===== config.mk =====
export PLATFORM = sky130hd
export DESIGN_NAME = atmega_tim_prescaler
export DESIGN_NICKNAME = d
export VERILOG_FILES = /design/src/rtl/atmega_tim_prescaler_pkg.sv /design/src/rtl/atmega_presc_cnt.sv /design/src/rtl/atmega_tim_prescaler.sv
export SDC_FILE = /design/constraint.sdc
export NUM_CORES = 1
export LEC_CHECK = 0
export CORE_UTILIZATION = 43
export DETAILED_ROUTE_END_ITERATION = 7
export PLACE_DENSITY_LB_ADDON = 0.2
export RECOVER_POWER = 50
export SETUP_SLACK_MARGIN = 0.3
export SKIP_LAST_GASP = 1
export SLEW_MARGIN = 0
export SYNTH_ARGS = -nofsm -noshare
export SYNTH_HDL_FRONTEND = slang
export SYNTH_SLANG_ARGS = --single-unit

===== constraint.sdc =====
create_clock -name clk_i -period 2.3 [get_ports clk_i]
set_input_delay 0.345 -clock clk_i [delete_from_list [all_inputs] [get_ports clk_i]]
set_output_delay 0.345 -clock clk_i [all_outputs]
set_load 0.01 [all_outputs]

===== src/rtl/atmega_tim_prescaler_pkg.sv =====
// Shared constants for the ATmega 8-bit timer prescaler and the timers that consume its taps.
// GTCCR bit positions and prescaler tap bit indices live here so every timer agrees on them.
package atmega_tim_prescaler_pkg;

  localparam int CNT_W = 10;

  // GTCCR bit positions
  localparam int GTCCR_PSRSYNC = 0;
  localparam int GTCCR_PSRASY  = 1;
  localparam int GTCCR_TSM     = 7;

  // Prescaler counter bit that forms each divided tap (rises at N/2, period N)
  localparam int TAP_CLK8    = 2;
  localparam int TAP_CLK32   = 4;
  localparam int TAP_CLK64   = 5;
  localparam int TAP_CLK128  = 6;
  localparam int TAP_CLK256  = 7;
  localparam int TAP_CLK1024 = 9;

endpackage


===== src/rtl/atmega_presc_cnt.sv =====
// 10-bit free-running prescaler counter. While clr_i is high the counter is
// forced to zero on every clock edge; otherwise it increments and wraps with no gap.
module atmega_presc_cnt
  import atmega_tim_prescaler_pkg::*;
(
  input  logic             clk_i,
  input  logic             rst_i,
  input  logic             clr_i,
  output logic [CNT_W-1:0] cnt_o
);

  logic [CNT_W-1:0] cnt_q;
  logic [CNT_W-1:0] cnt_d;

  // Next count: hold at zero while cleared, else increment (natural wrap at 10'h3FF)
  always_comb begin
    cnt_d = cnt_q + {{(CNT_W-1){1'b0}}, 1'b1};
    if (clr_i) begin
      cnt_d = '0;
    end
  end

  // Counter register with asynchronous active-low reset
  always_ff @(posedge clk_i or negedge rst_i) begin
    if (!rst_i) begin
      cnt_q <= '0;
    end else begin
      cnt_q <= cnt_d;
    end
  end

  assign cnt_o = cnt_q;

endmodule


===== src/rtl/atmega_tim_prescaler.sv =====
// Shared upstream stage for the ATmega 8-bit timers: GTCCR register, synchronous
// prescaler taps, external T pin synchroniser with edge pulses.
// Optional second (asynchronous-timer style) prescaler controlled by PSRASY is
// built when ATMEGA_TIM_PRESC_ASY_EN is defined; otherwise asy_clk_o is 0 and
// GTCCR[1] is read-only zero.
module atmega_tim_prescaler
  import atmega_tim_prescaler_pkg::*;
#(
  parameter int                           BUS_ADDR_DATA_LEN = 8,
  parameter logic [BUS_ADDR_DATA_LEN-1:0] GTCCR_ADDR        = BUS_ADDR_DATA_LEN'('h43),
  parameter int                           T_SYNC_STAGES     = 2   // must be >= 2
) (
  input  logic                         clk_i,
  input  logic                         rst_i,
  input  logic [BUS_ADDR_DATA_LEN-1:0] addr_i,
  input  logic                         wr_i,
  input  logic                         rd_i,
  input  logic [7:0]                   bus_i,
  output logic [7:0]                   bus_o,
  output logic                         clk8_o,
  output logic                         clk64_o,
  output logic                         clk256_o,
  output logic                         clk1024_o,
  input  logic                         t_i,
  output logic                         t_rise_o,
  output logic                         t_fall_o,
  output logic [5:0]                   asy_clk_o
);

  logic             gtccr_wr;
  logic             tsm_q, tsm_d;
  logic             psrsync_q, psrsync_d;
  logic             psrasy_bit;
  logic [CNT_W-1:0] cnt;

  assign gtccr_wr = wr_i && (addr_i == GTCCR_ADDR);

  // GTCCR next state: software may only set the reset bits; hardware drops
  // PSRSYNC one cycle later unless TSM holds it
  always_comb begin
    tsm_d     = tsm_q;
    psrsync_d = psrsync_q;
    if (psrsync_q && !tsm_q) begin
      psrsync_d = 1'b0;
    end
    if (gtccr_wr) begin
      tsm_d = bus_i[GTCCR_TSM];
      if (bus_i[GTCCR_PSRSYNC]) begin
        psrsync_d = 1'b1;
      end
    end
  end

  // GTCCR storage
  always_ff @(posedge clk_i or negedge rst_i) begin
    if (!rst_i) begin
      tsm_q     <= 1'b0;
      psrsync_q <= 1'b0;
    end else begin
      tsm_q     <= tsm_d;
      psrsync_q <= psrsync_d;
    end
  end

  atmega_presc_cnt u_sync_cnt (
    .clk_i (clk_i),
    .rst_i (rst_i),
    .clr_i (psrsync_q),
    .cnt_o (cnt)
  );

  assign clk8_o    = cnt[TAP_CLK8];
  assign clk64_o   = cnt[TAP_CLK64];
  assign clk256_o  = cnt[TAP_CLK256];
  assign clk1024_o = cnt[TAP_CLK1024];

`ifdef ATMEGA_TIM_PRESC_ASY_EN
  logic             psrasy_q, psrasy_d;
  logic [CNT_W-1:0] asy_cnt;
  logic             unused_asy_cnt;

  // PSRASY follows the same set/auto-clear/TSM-hold rules as PSRSYNC
  always_comb begin
    psrasy_d = psrasy_q;
    if (psrasy_q && !tsm_q) begin
      psrasy_d = 1'b0;
    end
    if (gtccr_wr && bus_i[GTCCR_PSRASY]) begin
      psrasy_d = 1'b1;
    end
  end

  // PSRASY storage
  always_ff @(posedge clk_i or negedge rst_i) begin
    if (!rst_i) begin
      psrasy_q <= 1'b0;
    end else begin
      psrasy_q <= psrasy_d;
    end
  end

  atmega_presc_cnt u_asy_cnt (
    .clk_i (clk_i),
    .rst_i (rst_i),
    .clr_i (psrasy_q),
    .cnt_o (asy_cnt)
  );

  assign psrasy_bit     = psrasy_q;
  assign asy_clk_o      = {asy_cnt[TAP_CLK1024], asy_cnt[TAP_CLK256], asy_cnt[TAP_CLK128],
                           asy_cnt[TAP_CLK64], asy_cnt[TAP_CLK32], asy_cnt[TAP_CLK8]};
  assign unused_asy_cnt = ^{asy_cnt[8], asy_cnt[3], asy_cnt[1:0]};
`else
  logic unused_asy_bit;

  assign psrasy_bit     = 1'b0;
  assign asy_clk_o      = 6'h00;
  assign unused_asy_bit = bus_i[GTCCR_PSRASY];
`endif

  // Bits 6:2 of GTCCR are unimplemented; low counter bits are not tapped here
  logic unused_bits;
  assign unused_bits = ^{bus_i[6:2], cnt[8], cnt[6], cnt[4:3], cnt[1:0]};

  // Combinational register read
  always_comb begin
    bus_o = 8'h00;
    if (rd_i && (addr_i == GTCCR_ADDR)) begin
      bus_o = {tsm_q, 5'b00000, psrasy_bit, psrsync_q};
    end
  end

  // T pin synchroniser. A parallel valid chain marks when the last stage holds
  // a real pin sample, so the first sample after reset never looks like an edge.
  logic [T_SYNC_STAGES-1:0] sync_q, sync_d;
  logic [T_SYNC_STAGES-1:0] svld_q, svld_d;
  logic                     prev_q, prev_d;
  logic                     t_vld_q, t_vld_d;
  logic                     rise_q, rise_d;
  logic                     fall_q, fall_d;
  logic                     t_s;
  logic                     t_s_vld;

  assign t_s     = sync_q[T_SYNC_STAGES-1];
  assign t_s_vld = svld_q[T_SYNC_STAGES-1];

  // Synchroniser shift, previous-value capture and registered edge pulses
  always_comb begin
    sync_d  = {sync_q[T_SYNC_STAGES-2:0], t_i};
    svld_d  = {svld_q[T_SYNC_STAGES-2:0], 1'b1};
    prev_d  = t_s;
    t_vld_d = t_s_vld;
    rise_d  = t_s_vld && t_vld_q && t_s && !prev_q;
    fall_d  = t_s_vld && t_vld_q && !t_s && prev_q;
  end

  // Synchroniser and pulse registers
  always_ff @(posedge clk_i or negedge rst_i) begin
    if (!rst_i) begin
      sync_q  <= '0;
      svld_q  <= '0;
      prev_q  <= 1'b0;
      t_vld_q <= 1'b0;
      rise_q  <= 1'b0;
      fall_q  <= 1'b0;
    end else begin
      sync_q  <= sync_d;
      svld_q  <= svld_d;
      prev_q  <= prev_d;
      t_vld_q <= t_vld_d;
      rise_q  <= rise_d;
      fall_q  <= fall_d;
    end
  end

  assign t_rise_o = rise_q;
  assign t_fall_o = fall_q;

endmodule


# [Yosys cells after proc, flatten, opt, wreduce, memory -nomap -nowiden]
# Cells that the tools add are included.
[totals] reg_bits=20 in_bits=21 output_inout_bits=20 wordCells=27
[classes] addsub=1 n_eq_ne=1 mux=5 n_reduce_logical=11
[op_table] operator="adder 10 x 1 -> 10 bit, second input constant" n=1
[op_table] operator="2-to-1 mux 10 bit" n=1
[op_table] operator="== test 8 x 7 -> 1 bit, second input constant" n=1
[op_table] operator="logical AND 1 bit" n=8
[op_table] operator="2-to-1 mux 8 bit" n=1
[op_table] operator="logical NOT 1 bit" n=3
[op_table] operator="2-to-1 mux 1 bit" n=3

# [Depth between registers and ports, before layout]
# Gate-level depths: netlist of the first run.
[depth] ltp_word=5 mapped_depth=4 ltp_nobuf=4

# [By module]
# Synthesis of the first run repeated with hierarchy kept, for this count alone.
[hier_totals] cells_unflattened=82 area_unflattened_um2=919.6
[modules_own_cells] mod="atmega_presc_cnt" instances=1 cells_per_inst=45 area_each_um2=466.7 seq_area_each_um2=250.2
[modules_own_cells] mod="atmega_tim_prescaler" instances=1 cells_per_inst=37 area_each_um2=452.9 seq_area_each_um2=250.2

# [Worst setup path before layout of the first run]
# Ideal clock, no wire load.
[synth_path] kind="in2out" start="input port addr_i[5]" end="output port bus_o[0]" arrival_time_ns=1.307 required_ns=1.955 setup_slack_ns=0.648 stages=3 n_path_buf=0 cell_sequence="or4b_4 -> nor3_1 -> and3_1"
[synth_via] elab_chain_len=3
[synth_rtl] element="start, declared" line_no="atmega_tim_prescaler.sv:15" rtl="input logic [BUS_ADDR_DATA_LEN-1:0] addr_i,"
[synth_rtl] element="== test 8 x 7 -> 1 bit" line_no="atmega_tim_prescaler.sv:128" rtl="if (rd_i && (addr_i == GTCCR_ADDR)) begin"
[synth_rtl] element="logical AND 1 bit" line_no="atmega_tim_prescaler.sv:128"
[synth_rtl] element="2-to-1 mux 8 bit" line_no="atmega_tim_prescaler.sv:128"
[synth_rtl] element="end, declared" line_no="atmega_tim_prescaler.sv:19" rtl="output logic [7:0] bus_o,"
# No other way between the ends.

# [Worst setup path after layout of the first run]
[layout_path] start="input port addr_i[7]" end="output port bus_o[0]"
# The elaborated chain is that of the path after synthesis.

==> results of run 1 <==
per-stage QoR:
step | instances | hold slack [ns] | instance area [um2]
finish | 134 | 0.3613 | 1159
global route | 134 | 0.3684 | 1159
CTS | 134 | 0.3631 | 1159
detailed placement | 130 | 0.3364 | 1116
global placement | 130 | 0.3313 | 1116
floorplan | 92 | 0.04941 | 940.9
state kept, by name (all words and copies together) (netlist names):
signal,count
t_vld_q,1
psrsync_q,1
sync_q,2
svld_q,2
t_rise_o,1
t_fall_o,1
tsm_q,1
u_sync_cnt.cnt_o,10
prev_q,1
cells in the final DEF (no fill, tap or decap), types with 2 or more instances in the layout:
cell type / Yosys / routed
dlygate4sd3_1: 0 / 2
xor2_1: 2 / 2
clkdlybuf4s50_1: 0 / 14
dfrtp_1: 20 / 20
o21ai_0: 3 / 3
o31ai_1: 2 / 2
or4_1: 2 / 2
dlygate4sd2_1: 0 / 4
conb_1: 2 / 13
and3_1: 2 / 2
nand3_1: 4 / 4
buf_4: 12 / 2
nand2_1: 4 / 4
or3_1: 3 / 3
buf_2: 0 / 2
nand4_1: 2 / 2
inv_1: 2 / 2
nor3b_1: 2 / 2
a21oi_1: 5 / 5
clkbuf_4: 0 / 3
nor2_1: 4 / 4
final cells by class:
class	count	share of cell area (%)
clock inverter	1	2.592
sequential	20	43.20
inverter	2	0.6479
multi-input combinational	57	29.70
timing repair buffer	24	19.01
tap	27	2.916
clock buffer	3	1.944
logic make-up after synthesis:
logic type               count (synthesis)
AO/OA/AOI/OAI                           11
other                                    2
buffers and inverters                   15
flip-flops                              20
AND/OR/NAND/NOR                         28
multiplexers                             1
adder cells (fa/ha/maj)                  1
XOR/XNOR                                 3
worst max-delay path: stages:
cell	delay (ns)
dlygate4sd2_1	0.23
or4b_4	0.53
nor3_2	0.17
and3_1	0.16
buf_2	0.13
power breakdown:
part           switching, mW  total (mW)  internal, mW  leakage [nW]
Sequential            0.0736       0.491         0.417         0.249
Clock                  0.110       0.287         0.176        0.0279
Combinational          0.125       0.249         0.124         0.245
per-layer routing:
metal  GRT usage [%]  up-vias  part of all wire, %
met3           2.642        2                  4.3
met4           10.00        0                 0.89
met1           19.80      289                   45
li1                -      308                    -
met5               0        -                    0
met2           22.97       22                   49
worst max path at each step:
stage | startpoint | to | slack, ns | depth (start not counted)
final | addr_i[7] | bus_o[0] | 0.39 | 5
after global routing | addr_i[7] | bus_o[0] | 0.33 | 5
after CTS | addr_i[7] | bus_o[0] | 0.38 | 5
after detailed placement | addr_i[5] | bus_o[0] | -0.28 | 5
after global placement | addr_i[5] | bus_o[7] | -0.26 | 5
after floorplan | addr_i[5] | bus_o[0] | 0.65 | 3
==> results.json, run 1 <==
{
  "status": "complete, no violations",
  "post-route-min-period_ns": 1.911,
  "hold_depth": 0,
  "path_class": "primary input to output pin",
  "synth_mux_area_share_pct": 1.252,
  "reg2reg_depth": 3,
  "wire_per_inst_um": 10.95,
  "synth_seq_cells": 20,
  "post-route-period-util_pct": 83.08,
  "ant_nets": 0,
  "cap_violations": 0,
  "synthAdderAreaFrac_pct": 1.391,
  "worst-path-max-fanout": 2,
  "vias": 621,
  "finalHoldViolCount": 0,
  "max_slew_margin_pct": 41.02,
  "synth_top_cell_by_area": "dfrtp_1",
  "grt_pass1_vias": 550,
  "ys.flop_type": "dfrtp_1",
  "h-tree-depth": 1,
  "port_buffers": 22,
  "worstHoldPathType": "register to register",
  "post_cts_buffers": 0,
  "clk_latency_ns": 0.30,
  "fillers": 187,
  "grt_usage_pct": 15.11,
  "postLayoutCoreUtil_pct": 59.06,
  "holdBufCountCts": 0,
  "setup_tns_ns": 0,
  "required_ns": 1.96,
  "clock_sinks": 20,
  "reg2reg_slack_ns": 0.85,
  "min_to": "svld_q[1]",
  "slew_violations": 0,
  "rsz0062_at_grt": "false",
  "skew_ns": 0.008278,
  "avgSynthCellArea_um2": 11.11,
  "setup_ws_ns": 0.3892,
  "clockRootBuffer": "clkbuf_4",
  "path_clk_slew_ns": 0.12,
  "synth_most_common_cell": "dfrtp_1",
  "drive_gt1_share_pct": 11.21,
  "rows": 16,
  "drt-initial-drc-count": 5,
  "syn2layout_area_growth_pct": 28.79,
  "initial_core_util_pct": 45.85,
  "netlist_instances": 81,
  "timing.rr.end": "u_sync_cnt.cnt_o[9]",
  "die_h_um": 47.74,
  "cts_tree": "yes",
  "synth-simple-area-share_pct": 19.61,
  "cts_made_buffers": 3,
  "antenna_found_initial": 0,
  "viasPerCell": 4.634,
  "setup_viol": 0,
  "fin_nets": 130,
  "ff_latch_area_um2": 500.5,
  "hpwlAfterDp_um": 1113,
  "post-route-drc-count": 0,
  "cp_data_arrival_time_ns": 1.57,
  "coreArea_um2": 1962,
  "ys_async_sr_fraction_pct": 100.0,
  "firstDrtPassIters": 2,
  "worstReg2RegStart": "u_sync_cnt.cnt_o[2]",
  "cts_buffer_depth": 2,
  "synth.cell_area_um2": 899.6,
  "critPathLaunchType": "primary input",
  "synth-compound-area-share_pct": 7.093,
  "synth_seq_area_share_pct": 55.63,
  "cp-end-kind": "output pin",
  "p_per_area_nw_per_um2": 885.5,
  "synth_top_family_by_area": "simple AND/OR/NAND/NOR gates",
  "wirelength_um": 1467,
  "synth_cell_type_count": 26,
  "grt_pass1_wl_um": 2290,
  "gp_congestion": 0.7220,
  "min_from": "svld_q[0]",
  "peakVddDrop_mv": 0.4561,
  "die-width_um": 47.74,
  "power.leakage_nw": 0.5217,
  "ys.warnings.count": 0,
  "synth-edff-count": 0,
  "grt_start_max_net_pins": 21,
  "diodes": 0,
  "total_power_mw": 1.026,
  "multi_input_area_um2": 344.1,
  "ctsResizeCount": 13,
  "max_freq_ghz": 0.5233,
  "die_area_um2": 2279,
  "grt_overflow": 0,
  "ioPinCount": 41,
  "synthTopCellsByCount": "20 x dfrtp_1, 12 x buf_4, 5 x a21oi_1",
  "tightest_slew_ns": 0.8818,
  "synthXorXnorAreaFrac_pct": 2.921,
  "yosysTopAreaCellShare_pct": 55.63,
  "synth_area_leaders": "dfrtp_1 56%, buf_4 10%, a21oi_1 2.8%",
  "post-place-ws_ns": -0.2822
}
Note: power is estimated with default switching activity, not from simulation.
==> inputs of run 2 (changes only) <==
--- a/config.mk
+++ b/config.mk
@@ -5,7 +5,7 @@
 export SDC_FILE = /design/constraint.sdc
 export NUM_CORES = 1
 export LEC_CHECK = 0
-export CORE_UTILIZATION = 43
+export CORE_UTILIZATION = 40
 export DETAILED_ROUTE_END_ITERATION = 7
 export PLACE_DENSITY_LB_ADDON = 0.2
 export RECOVER_POWER = 50
==> constraint.sdc (replaced) <==
create_clock -name clk_i -period 2 [get_ports clk_i]
set_input_delay 0.3 -clock clk_i [delete_from_list [all_inputs] [get_ports clk_i]]
set_output_delay 0.3 -clock clk_i [all_outputs]
set_load 0.01 [all_outputs]
==> run 2 against run 1 <==
Net effect: wire length grew 0.48%; first-iteration DRC count grew 60%; total power grew 15%; cell count grew 2.2%; flip-flop and latch count is the same; clock power grew 12%; global-route usage shrank 1.5 points; die area grew 7.2%; non-clock buffer count grew 3; clock skew shrank 0.0071 ns; utilization shrank 1.5 points; worst hold slack lost 0.0011 ns; largest power group unchanged; highest routed layer is now met3.
==> results.json, run 2 (synthesis results as in run 1) <==
{
  "firstDrtPassIters": 5,
  "ant_nets": 0,
  "drive_gt1_share_pct": 17.27,
  "grt_overflow": 0,
  "use_met1_pct": 19.04,
  "p_per_area_nw_per_um2": 1002,
  "die_area_um2": 2443,
  "worstHoldPathType": "register to register",
  "rows": 16,
  "critPathLaunchType": "primary input",
  "finalNonFillerCells": 137,
  "final_common_cell": "dfrtp_1",
  "clock_sinks": 20,
  "hpwlAfterDp_um": 1092,
  "use_met3_pct": 3.427,
  "grt_usage_pct": 13.64,
  "setup_viol": 0,
  "coreArea_um2": 2042,
  "status": "complete, no violations",
  "die_h_um": 49.43,
  "grt_start_max_net_pins": 21,
  "setup_tns_ns": 0,
  "largest_register_ffs": 10,
  "gp_congestion": 0.7453,
  "syn2layout_area_growth_pct": 30.74,
  "tightest_slew_ns": 1.022,
  "peakVddDrop_mv": 0.7415,
  "skew_ns": 0.001217,
  "cts_buffer_depth": 2,
  "viasPerCell": 4.708,
  "cap_violations": 0,
  "grt_pass1_vias": 584,
  "cp_data_arrival_time_ns": 1.40,
  "required_ns": 1.70,
  "antenna_found_initial": 0,
  "post-route-min-period_ns": 1.701,
  "clk_latency_ns": 0.29,
  "h-tree-depth": 1,
  "wirelength_um": 1474,
  "power.leakage_nw": 0.5419,
  "grt_busiest_layer": "met2",
  "layout_common_cells": "19 x dfrtp_1, 13 x conb_1, 12 x clkdlybuf4s50_1",
  "whs_ns": 0.3602,
  "slew_violations": 0,
  "setup_ws_ns": 0.2990,
  "worst-path-max-fanout": 2,
  "cp-end-kind": "output pin",
  "post-place-ws_ns": -0.4762,
  "post-route-drc-count": 0,
  "die-width_um": 49.43,
  "grt_pass1_wl_um": 2594,
  "port_buffers": 22,
  "finalHoldViolCount": 0,
  "grtUsageMet2_pct": 21.46,
  "wire_per_inst_um": 10.76,
  "max_slew_margin_pct": 31.85,
  "diodes": 0,
  "path_class": "primary input to output pin",
  "post-route-period-util_pct": 85.05,
  "dp.cells": 133,
  "ioPinCount": 41,
  "cts_made_buffers": 3,
  "postLayoutCoreUtil_pct": 57.60,
  "rsz0062_at_grt": "true",
  "max_freq_ghz": 0.5879,
  "vias": 645,
  "initial_core_util_pct": 44.06,
  "path_clk_slew_ns": 0.11,
  "post_cts_buffers": 0,
  "clockRootBuffer": "clkbuf_4",
  "fin_nets": 133,
  "cts_tree": "yes",
  "drt-initial-drc-count": 8
}
==> run 2: changes by cell type in the layout (fill, tap and decap cells not counted), sizes merged <==
| cell | previous run | this run |
|---|---|---|
| clkbuf | 3 | 5 |
| clkdlybuf4s50 | 14 | 12 |
| dlygate4sd2 | 4 | 2 |
| buf | 4 | 9 |
==> run 2: worst paths after layout <==
kind / slack [ns] / endpoint / from / depth (start not counted)
min reg2reg: 0.36 / sync_q[1] / sync_q[0] / 0
min in group asynchronous: 0.69 / u_sync_cnt.cnt_o[9] / rst_i / 2
max in group asynchronous: 0.63 / u_sync_cnt.cnt_o[2] / rst_i / 2
max reg2reg: 0.60 / u_sync_cnt.cnt_o[8] / u_sync_cnt.cnt_o[0] / 4
min: 0.36 / sync_q[1] / sync_q[0] / 0
max: 0.30 / bus_o[7] / addr_i[4] / 5
==> run 2: timing repair <==
action | 4_1_cts | 5_1_grt
gates cloned | 0 | 0
gates resized for setup | 23 | 4
setup endpoints to repair | 3 | 3
pin swaps | 5 | 1
hold buffers | 0 | 0
==> run 2: final cells by class <==
cell class                      count  area [um2]
Fill cell                         186       865.8
Sequential cell                    20       501.7
Multi-Input combinational cell     57       352.8
Timing Repair Buffer               27       227.7
Tap cell                           27       33.78
Clock inverter                      1       30.03
Clock buffer                        3       22.52
Inverter                            2       7.507
==> run 2: layer usage <==
layer | up-vias | part of all wire [%]
met5 | - | 0
met4 | 0 | 0
met3 | 0 | 7.0
met2 | 32 | 47
met1 | 298 | 46
li1 | 315 | -
==> run 2: where the power goes <==
part | switching, mW | internal, mW
registers | 0.0878 | 0.482
clock network | 0.120 | 0.202
logic | 0.144 | 0.143
total | 0.351 | 0.827
==> run 2: worst max-delay path, stage by stage <==
cell	delay [ns]
buf_6	0.09
or4b_4	0.55
nor3_4	0.18
and3_1	0.16
buf_2	0.12
==> run 2: stage by stage <==
| stage | instance area (um2) | total power [mW] |
|---|---|---|
| 5_1_grt | 1176 | 1.261 |
| 3_5_place_dp | 1139 | 0.8644 |
| 3_3_place_gp | 1139 | 0.8471 |
| 4_1_cts | 1171 | 1.188 |
| 2_1_floorplan | 940.9 | 0.7437 |
| 6_report | 1176 | 1.179 |
==> inputs of run 3 (changes only) <==
--- a/config.mk
+++ b/config.mk
@@ -15,3 +15,4 @@
 export SYNTH_ARGS = -nofsm -noshare
 export SYNTH_HDL_FRONTEND = slang
 export SYNTH_SLANG_ARGS = --single-unit
+export TNS_END_PERCENT = 20
==> run 3 against run 2 <==
Net effect: clock skew about the same; count of clock-buffer cells in the layout unchanged; flip-flop and latch count unchanged; die area unchanged; clock power about the same; register-to-register slack got worse by 0.03 ns; global-route usage unchanged; via count increased by 0.47%.
==> results.json, run 3 (synthesis results as in run 1) <==
{
  "fillers": 185,
  "cts_buffer_depth": 2,
  "cp_data_arrival_time_ns": 1.41,
  "max_freq_ghz": 0.5841,
  "grt_busiest_layer": "met2",
  "post-place-ws_ns": -0.4762,
  "seq_power_share_pct": 48.2,
  "wire_per_inst_um": 10.73,
  "dp.cells": 133,
  "hpwlAfterDp_um": 1092,
  "worstHoldPathType": "register to register",
  "die-width_um": 49.43,
  "placed_cell_area_um2": 1139,
  "grt_pass1_vias": 584,
  "post-route-period-util_pct": 85.61,
  "drive_gt1_share_pct": 15.45,
  "vias": 648,
  "finalHoldViolCount": 0,
  "fin_nets": 133,
  "skew_ns": 0.0008726,
  "power.leakage_nw": 0.5412,
  "ioPinCount": 41,
  "max_slew_margin_pct": 31.94,
  "finalNonFillerCells": 137,
  "reg2reg_slack_ns": 0.57,
  "required_ns": 1.70,
  "rsz0062_at_grt": "true",
  "worstReg2RegStart": "u_sync_cnt.cnt_o[2]",
  "critPathLaunchType": "primary input",
  "antenna_found_initial": 0,
  "cp-end-kind": "output pin",
  "cts_made_buffers": 3,
  "grt_pass1_wl_um": 2594,
  "path_class": "primary input to output pin",
  "clk_latency_ns": 0.29,
  "syn2layout_area_growth_pct": 30.46,
  "grt_start_max_net_pins": 21,
  "comb_power_share_pct": 24.3,
  "initial_core_util_pct": 44.06,
  "status": "complete, no violations",
  "wirelength_um": 1470,
  "clock_sinks": 20,
  "path_clk_slew_ns": 0.11,
  "design_area_um2": 1174,
  "use_met1_pct": 19.04,
  "slew_violations": 0,
  "total_power_mw": 1.177,
  "firstDrtPassIters": 5,
  "rows": 16,
  "power.switching_mw": 0.3523,
  "drt-initial-drc-count": 8,
  "whs_ns": 0.3602,
  "post_cts_buffers": 0,
  "post-route-drc-count": 0,
  "coreArea_um2": 2042,
  "p_int_mw": 0.8244,
  "cap_violations": 0,
  "viasPerCell": 4.730,
  "pwr-share-clk_pct": 27.4,
  "postLayoutCoreUtil_pct": 57.48,
  "p_per_area_nw_per_um2": 1003,
  "grtUsageMet2_pct": 21.46,
  "largest_register_ffs": 10,
  "setup_ws_ns": 0.2879,
  "setup_tns_ns": 0,
  "worst-path-max-fanout": 2,
  "tightest_slew_ns": 1.021,
  "timing.rr.end": "u_sync_cnt.cnt_o[9]",
  "h-tree-depth": 1,
  "reg2reg_depth": 3,
  "peakVddDrop_mv": 0.7329,
  "holdBufCountCts": 0,
  "grt_overflow": 0,
  "post-route-min-period_ns": 1.712,
  "layout_common_cells": "20 x dfrtp_1, 13 x conb_1, 12 x clkdlybuf4s50_1",
  "grt_usage_pct": 13.64,
  "use_met3_pct": 3.427,
  "diodes": 0,
  "cts_tree": "yes",
  "die_area_um2": 2443,
  "clockRootBuffer": "clkbuf_4",
  "final_common_cell": "dfrtp_1",
  "ant_nets": 0,
  "port_buffers": 22,
  "die_h_um": 49.43,
  "setup_viol": 0,
  "critPathLaunch": "addr_i[4]",
  "gp_congestion": 0.7453,
  "power_switching_share_pct": 29.94,
  "endpoint": "bus_o[0]"
}
[run 3: cell types whose count changed in the layout (fill, tap and decap cells not counted)]
cell / delta
buf_2: +1
buf_6: -1
clkbuf_2: -1
clkdlybuf4s15_1: +1
dfrtp_1: +1
dfrtp_2: -1
[run 3: power groups by stage]
stage	Clock [mW]	Combinational (mW)	Sequential, mW
floorplan	0	0.178	0.566
global placement	0	0.280	0.568
detailed placement	0	0.293	0.572
CTS	0.334	0.290	0.564
global route	0.350	0.325	0.582
finish	0.323	0.286	0.568
[run 3: timing repair]
item                       in CTS  in global routing
resized for setup              23                  1
pin swaps                       5                  0
setup endpoints to repair       3                  3
[run 3: cell type report]
class	instances	area (um2)	share of cell area, %
inverter	2	7.507	0.6397
tap	27	33.78	2.878
multi-input combinational	57	352.8	30.06
timing repair buffer	27	226.5	19.30
clock inverter	1	30.03	2.559
sequential	20	500.5	42.64
clock buffer	3	22.52	1.919
[run 3: routing by layer]
metal  vias up  part of all wire [%]
met5         -                     0
met4         0                     0
met3         0                   7.0
met2        32                    47
met1       301                    46
li1        315                     -
[run 3: worst min path at each step]
stage	start	end	cells after the start
global route	sync_q[0]	sync_q[1]	0
floorplan	rst_i	prev_q	0
CTS	rst_i	u_sync_cnt.cnt_o[9]	2
global placement	sync_q[0]	sync_q[1]	0
finish	sync_q[0]	sync_q[1]	0
detailed placement	sync_q[0]	sync_q[1]	0
[run 3: worst max-delay path: stages]
cell and delay (ns):
buf_2 0.10, or4b_4 0.55, nor3_4 0.18, and3_1 0.16, buf_2 0.12
==> patch 1 (settings of run 3) <==
Add a define of `ATMEGA_TIM_PRESC_ASY_EN`.
--- a/src/rtl/atmega_tim_prescaler.sv
+++ b/src/rtl/atmega_tim_prescaler.sv
@@ -4,4 +4,6 @@
 // built when ATMEGA_TIM_PRESC_ASY_EN is defined; otherwise asy_clk_o is 0 and
 // GTCCR[1] is read-only zero.
+`define ATMEGA_TIM_PRESC_ASY_EN
+
 module atmega_tim_prescaler
   import atmega_tim_prescaler_pkg::*;
Behaviour: not the same (Yosys sat finds a counterexample within 4 cycles, from zero or initial values and one cycle with rst_i low).
==> patch 1 against run 3 <==
  * Design area increased by 48%
  * Sequential cell count increased by 11
  * Power increased by 56%
  * Non-clock buffer count increased by 6
  * Worst setup slack improved by 0.018 ns
  * Synthesized cell count increased by 58%
  * Wire length increased by 57%
  * Synthesized area increased by 53%
  * Clock skew increased by 0.0084 ns
  * Largest cell class unchanged
  * Highest routed layer is now met4
==> patch 1: results (changes against run 3) <==
* Largest cells by area after synthesis: dfrtp_1, buf_4, a21oi_1
* Kind of cell adding the most delay to the critical path: buffers and inverters
* Inserted Clock Buffers at 5 (+2)
* Clock latency of the later-clocked register in the worst-skew pair at 0.32 ns (+0.03 ns)
* Sequential share of power at 0.516 (+0.034)
* Final Util at 0.552 (-0.0232)
* DRC violation total after the first TritonRoute iteration at 27 (+19)
* Met3 wire length at 134 um (+30%)
* Sw Ratio at 0.347 (+0.0478)
* Worst-case vdd ir drop at 0.441 mV (-40%)
* Largest net degree at the start of global routing at 32 (+52%)
* Maximum cell stage delay along the critical path at 0.44 ns (-0.11 ns)
* Cell leakage power at 0.741 nW (+37%)
* Dominant register cell in the synthesized netlist: dfrtp_1
* Fraction of area in non-clock buffers at 0.170 (-0.0232)
* Total of clock buffers placed in the layout at 5 (+2)
* Count of input and output buffers at 30 (+36%)
* Layout Cells excl Fill at 204 (+49%)
* Pwr dens at 1050 mW/mm^2 (+5.1%)
* Setup-violating endpoint count in the final report at 0 (unchanged)
* RD Place Congestion at 0.729 (-2.1%)
* Global Route met1 Usage at 0.183 (-0.00781)
* Routed wl met2 at 1020 um (+48%)
* Inverters at 6 (+4)
* Worst-path fanout max at 3 (+1)
* Area occupied by registers at 777 um^2 (+55%)
* HPWL reported at the end of detailed placement at 1630 um (+50%)
* Wire length of the first global-routing pass at 3710 um (+43%)
* Top routing layer in use: met4
* Sequential-to-total area share from yosys stat at 0.564 (+0.00782)
* Met2 GRT Util at 0.214 (-0.00111)
* Detailed Routing Iterations Pass 1 at 4 (-1)
* Synth cell types at 27 (+3.8%)
* Top post-synthesis cells by count: dfrtp_1, nor2_1, buf_4
* Number of clock sinks at 31 (+55%)
* Result of the run: complete, no violations
* Maximum clock skew at final layout at 0.00928 ns (+0.00841 ns)
* Met3 global-route usage at 0.0533 (+0.0190)
* Synth Area per Inst at 10.7 um^2 (-3.3%)
* Share of cells above drive strength 1 at 0.138 (-0.0170)
* Number of global-route vias before repair at 875 (+50%)
* Placed inst area at 0.00168 mm^2 (+47%)
* Total of plain and repair buffers excluding clock buffers at 33 (+22%)
* Fin nets at 182 (+37%)
* CP max-delay cell: clkdlybuf4s50_1
* Total routing resource utilization after global routing at 0.145 (+0.00902)
* Post-synthesis xor/xnor area fraction at 0.0382 (+0.00901)
* Fillers at 292 (+58%)
* Post-synthesis compound-gate area fraction at 0.0837 (+0.0128)
* Part of the power in combinational logic at 0.300 (+0.057)
* Clk cell area share at 0.0302 (-0.0146)
* Mux share of post-synthesis cell area at 0.0164 (+0.00386)
* Multi-input gate share of the layout cell area at 0.309 (+0.00799)
* Data arrival at the endpoint of the critical path at 1.39 ns (-0.02 ns)
* Routed length per placed instance at 11.3 um (+5.2%)
[patch 1: path summary, 6_finish.rpt]
| check | start | end | slack, ns | cells past startpoint |
|---|---|---|---|---|
| hold reg to reg | svld_q[0]$_DFF_PN0_ | svld_q[1]$_DFF_PN0_ | 0.36 | 0 |
| max in group asynchronous | rst_i | u_asy_cnt.cnt_o[2]$_DFF_PN0_ | 0.94 | 2 |
| setup reg to reg | u_asy_cnt.cnt_o[0]$_DFF_PN0_ | u_asy_cnt.cnt_o[8]$_DFF_PN0_ | 0.49 | 4 |
| setup / recovery | addr_i[7] | bus_o[0] | 0.31 | 5 |
| min in group asynchronous | rst_i | t_fall_o$_DFF_PN0_ | 0.55 | 2 |
| hold / removal | svld_q[0]$_DFF_PN0_ | svld_q[1]$_DFF_PN0_ | 0.36 | 0 |
[patch 1: repair_timing]
action | in CTS | in global routing
setup endpoints to repair | 4 | 5
gates resized for setup | 21 | 2
pin swaps | 5 | 0
==> patch 2 (config.mk and constraints of run 3) <==
Made on the original files. Register the inputs `addr_i`, `wr_i`, `rd_i` and `t_i` before use. The logic sees them one clock later. The other inputs are not delayed to match.
--- a/src/rtl/atmega_tim_prescaler.sv
+++ b/src/rtl/atmega_tim_prescaler.sv
@@ -28,4 +28,16 @@
 );
 
+  logic [BUS_ADDR_DATA_LEN-1:0] addr_q;
+  logic wr_q;
+  logic rd_q;
+  logic t_q;
+
+  always_ff @(posedge clk_i) begin
+    addr_q <= addr_i;
+    wr_q   <= wr_i;
+    rd_q   <= rd_i;
+    t_q    <= t_i;
+  end
+
   logic             gtccr_wr;
   logic             tsm_q, tsm_d;
@@ -34,5 +46,5 @@
   logic [CNT_W-1:0] cnt;
 
-  assign gtccr_wr = wr_i && (addr_i == GTCCR_ADDR);
+  assign gtccr_wr = wr_q && (addr_q == GTCCR_ADDR);
 
   // GTCCR next state: software may only set the reset bits; hardware drops
@@ -126,5 +138,5 @@
   always_comb begin
     bus_o = 8'h00;
-    if (rd_i && (addr_i == GTCCR_ADDR)) begin
+    if (rd_q && (addr_q == GTCCR_ADDR)) begin
       bus_o = {tsm_q, 5'b00000, psrasy_bit, psrsync_q};
     end
@@ -147,5 +159,5 @@
   // Synchroniser shift, previous-value capture and registered edge pulses
   always_comb begin
-    sync_d  = {sync_q[T_SYNC_STAGES-2:0], t_i};
+    sync_d  = {sync_q[T_SYNC_STAGES-2:0], t_q};
     svld_d  = {svld_q[T_SYNC_STAGES-2:0], 1'b1};
     prev_d  = t_s;
Behaviour: not the same (a bounded check fails within 4 cycles, from zero or initial values and one cycle with rst_i low).
==> patch 2 against run 3 <==
  * Clock skew grew 0.0046 ns
  * Wire length up 5.9%
  * Sequential cell count increased by 11
  * Critical path type is now register to primary output
  * Worst setup slack lost 0.22 ns
  * Sequential power grew 40%
  * Design area is 19% higher
  * Core utilization shrank 3.0 points
  * Synthesized area rose by 24%
  * Largest cell class unchanged
  * Power rose by 22%
  * Die area up 23%
==> patch 2: results (changes against run 3) <==
* Result of the run: complete, no violations
* Area occupied by multi-input gates at 344 um^2 (-2.5%)
* Inserted Clock Buffers at 5 (+2)
* Placement Setup Slack at -0.0703 ns (+0.406 ns)
* Total routing resource utilization after global routing at 0.139 (+0.00304)
* Worst-case vdd ir drop at 0.659 mV (-10%)
* Worst-path fanout max at 2 (unchanged)
* Setup slack of the worst register-to-register path at 0.27 ns (-0.30 ns)
* Fin nets at 144 (+8.3%)
* RD Place Congestion at 0.732 (-1.8%)
* Fillers at 234 (+26%)
* Synth cell types at 27 (+3.8%)
* Top post-synthesis cells by count: dfrtp_1, buf_4, dfxtp_1
* DRC violation total after the first TritonRoute iteration at 2 (-6)
* Fraction of area in non-clock buffers at 0.164 (-0.0293)
* Clock-pin slew on the worst setup and hold paths at 0.09 ns (-0.02 ns)
* Total of plain and repair buffers excluding clock buffers at 25 (-7.4%)
* Synthesis Warnings at 0 (unchanged)
* Placed insts at 145 (+9.0%)
* Crit. Startpoint: addr_q[7]$_DFF_P_
* Cell leakage power at 0.621 nW (+15%)
* Area occupied by registers at 721 um^2 (+44%)
* Async SR Flop Fraction at 0.645 (-0.355)
* Worst flop-to-flop path endpoint: tsm_q$_DFFE_PN0P_
* Slew @ Worst Pin at 1.04 ns (+0.0166 ns)
* Maximum clock skew at final layout at 0.00550 ns (+0.00463 ns)
* Number of buffers between clock root and the deepest sink at 2 (unchanged)
* # resized after CTS at 9 (-61%)
* Layout Cells excl Fill at 153 (+12%)
* Worst r2r path cells at 4 (+1)
* DR vias at 710 (+9.6%)
* Detailed Routing Iterations Pass 1 at 4 (-1)
* Leading cell kind: flip-flops and latches
* Sequential-to-total area share from yosys stat at 0.644 (+0.0872)
* Wire length of the first global-routing pass at 2740 um (+5.6%)
* Max Fclk at 0.518 GHz (-11%)
* HPWL reported at the end of detailed placement at 1140 um (+4.6%)
* Clock latency of the later-clocked register in the worst-skew pair at 0.32 ns (+0.03 ns)
* RR Startpoint: addr_q[7]$_DFF_P_
* Largest cells by area after synthesis: dfrtp_1, dfxtp_1, buf_4
* Adder and majority cell fraction of the synthesized area at 0.0112 (-0.00274)
* Mux share of post-synthesis cell area at 0.0101 (-0.00246)
* Worst min-delay path endpoint: sync_q[0]$_DFF_PN0_
* Post-synthesis xor/xnor area fraction at 0.0235 (-0.00574)
* Clk cell area share at 0.0429 (-0.00184)
* H-tree levels at 2 (+1)
* Post-synthesis compound-gate area fraction at 0.0570 (-0.0139)
* Number of global-route vias before repair at 688 (+18%)
* Total of clock buffers placed in the layout at 7 (+4)
* Share of cells above drive strength 1 at 0.122 (-0.0326)
* Synth Register Bits at 31 (+55%)
patch 2: per-stage QoR:
step	hold WS, ns	cell area [um^2]
3_5_place_dp	0.320	1350
6_report	0.331	1400
3_3_place_gp	0.318	1350
5_1_grt	0.343	1400
4_1_cts	0.297	1400
2_1_floorplan	0.00441	1160
patch 2: per-layer routing:
metal | vias to the layer above | GRT usage | part of all wire
li1 | 350 | - | -
met1 | 324 | 0.144 | 0.42
met2 | 31 | 0.213 | 0.47
met3 | 5 | 0.0820 | 0.089
met4 | 0 | 0.0917 | 0.013
met5 | - | 0 | 0
patch 2: report_power, final:
group,total (W),internal (W),switching [W]
sequential,0.000794,0.000710,0.0000831
clock,0.000366,0.000170,0.000196
combinational,0.000278,0.000140,0.000138
total,0.00144,0.00102,0.000417
patch 2: worst max-delay path, stage by stage (launching register included):
cell     delay, ns
dfxtp_1       0.31
or4b_4        0.54
nor3_2        0.18
and3_1        0.16
buf_2         0.12
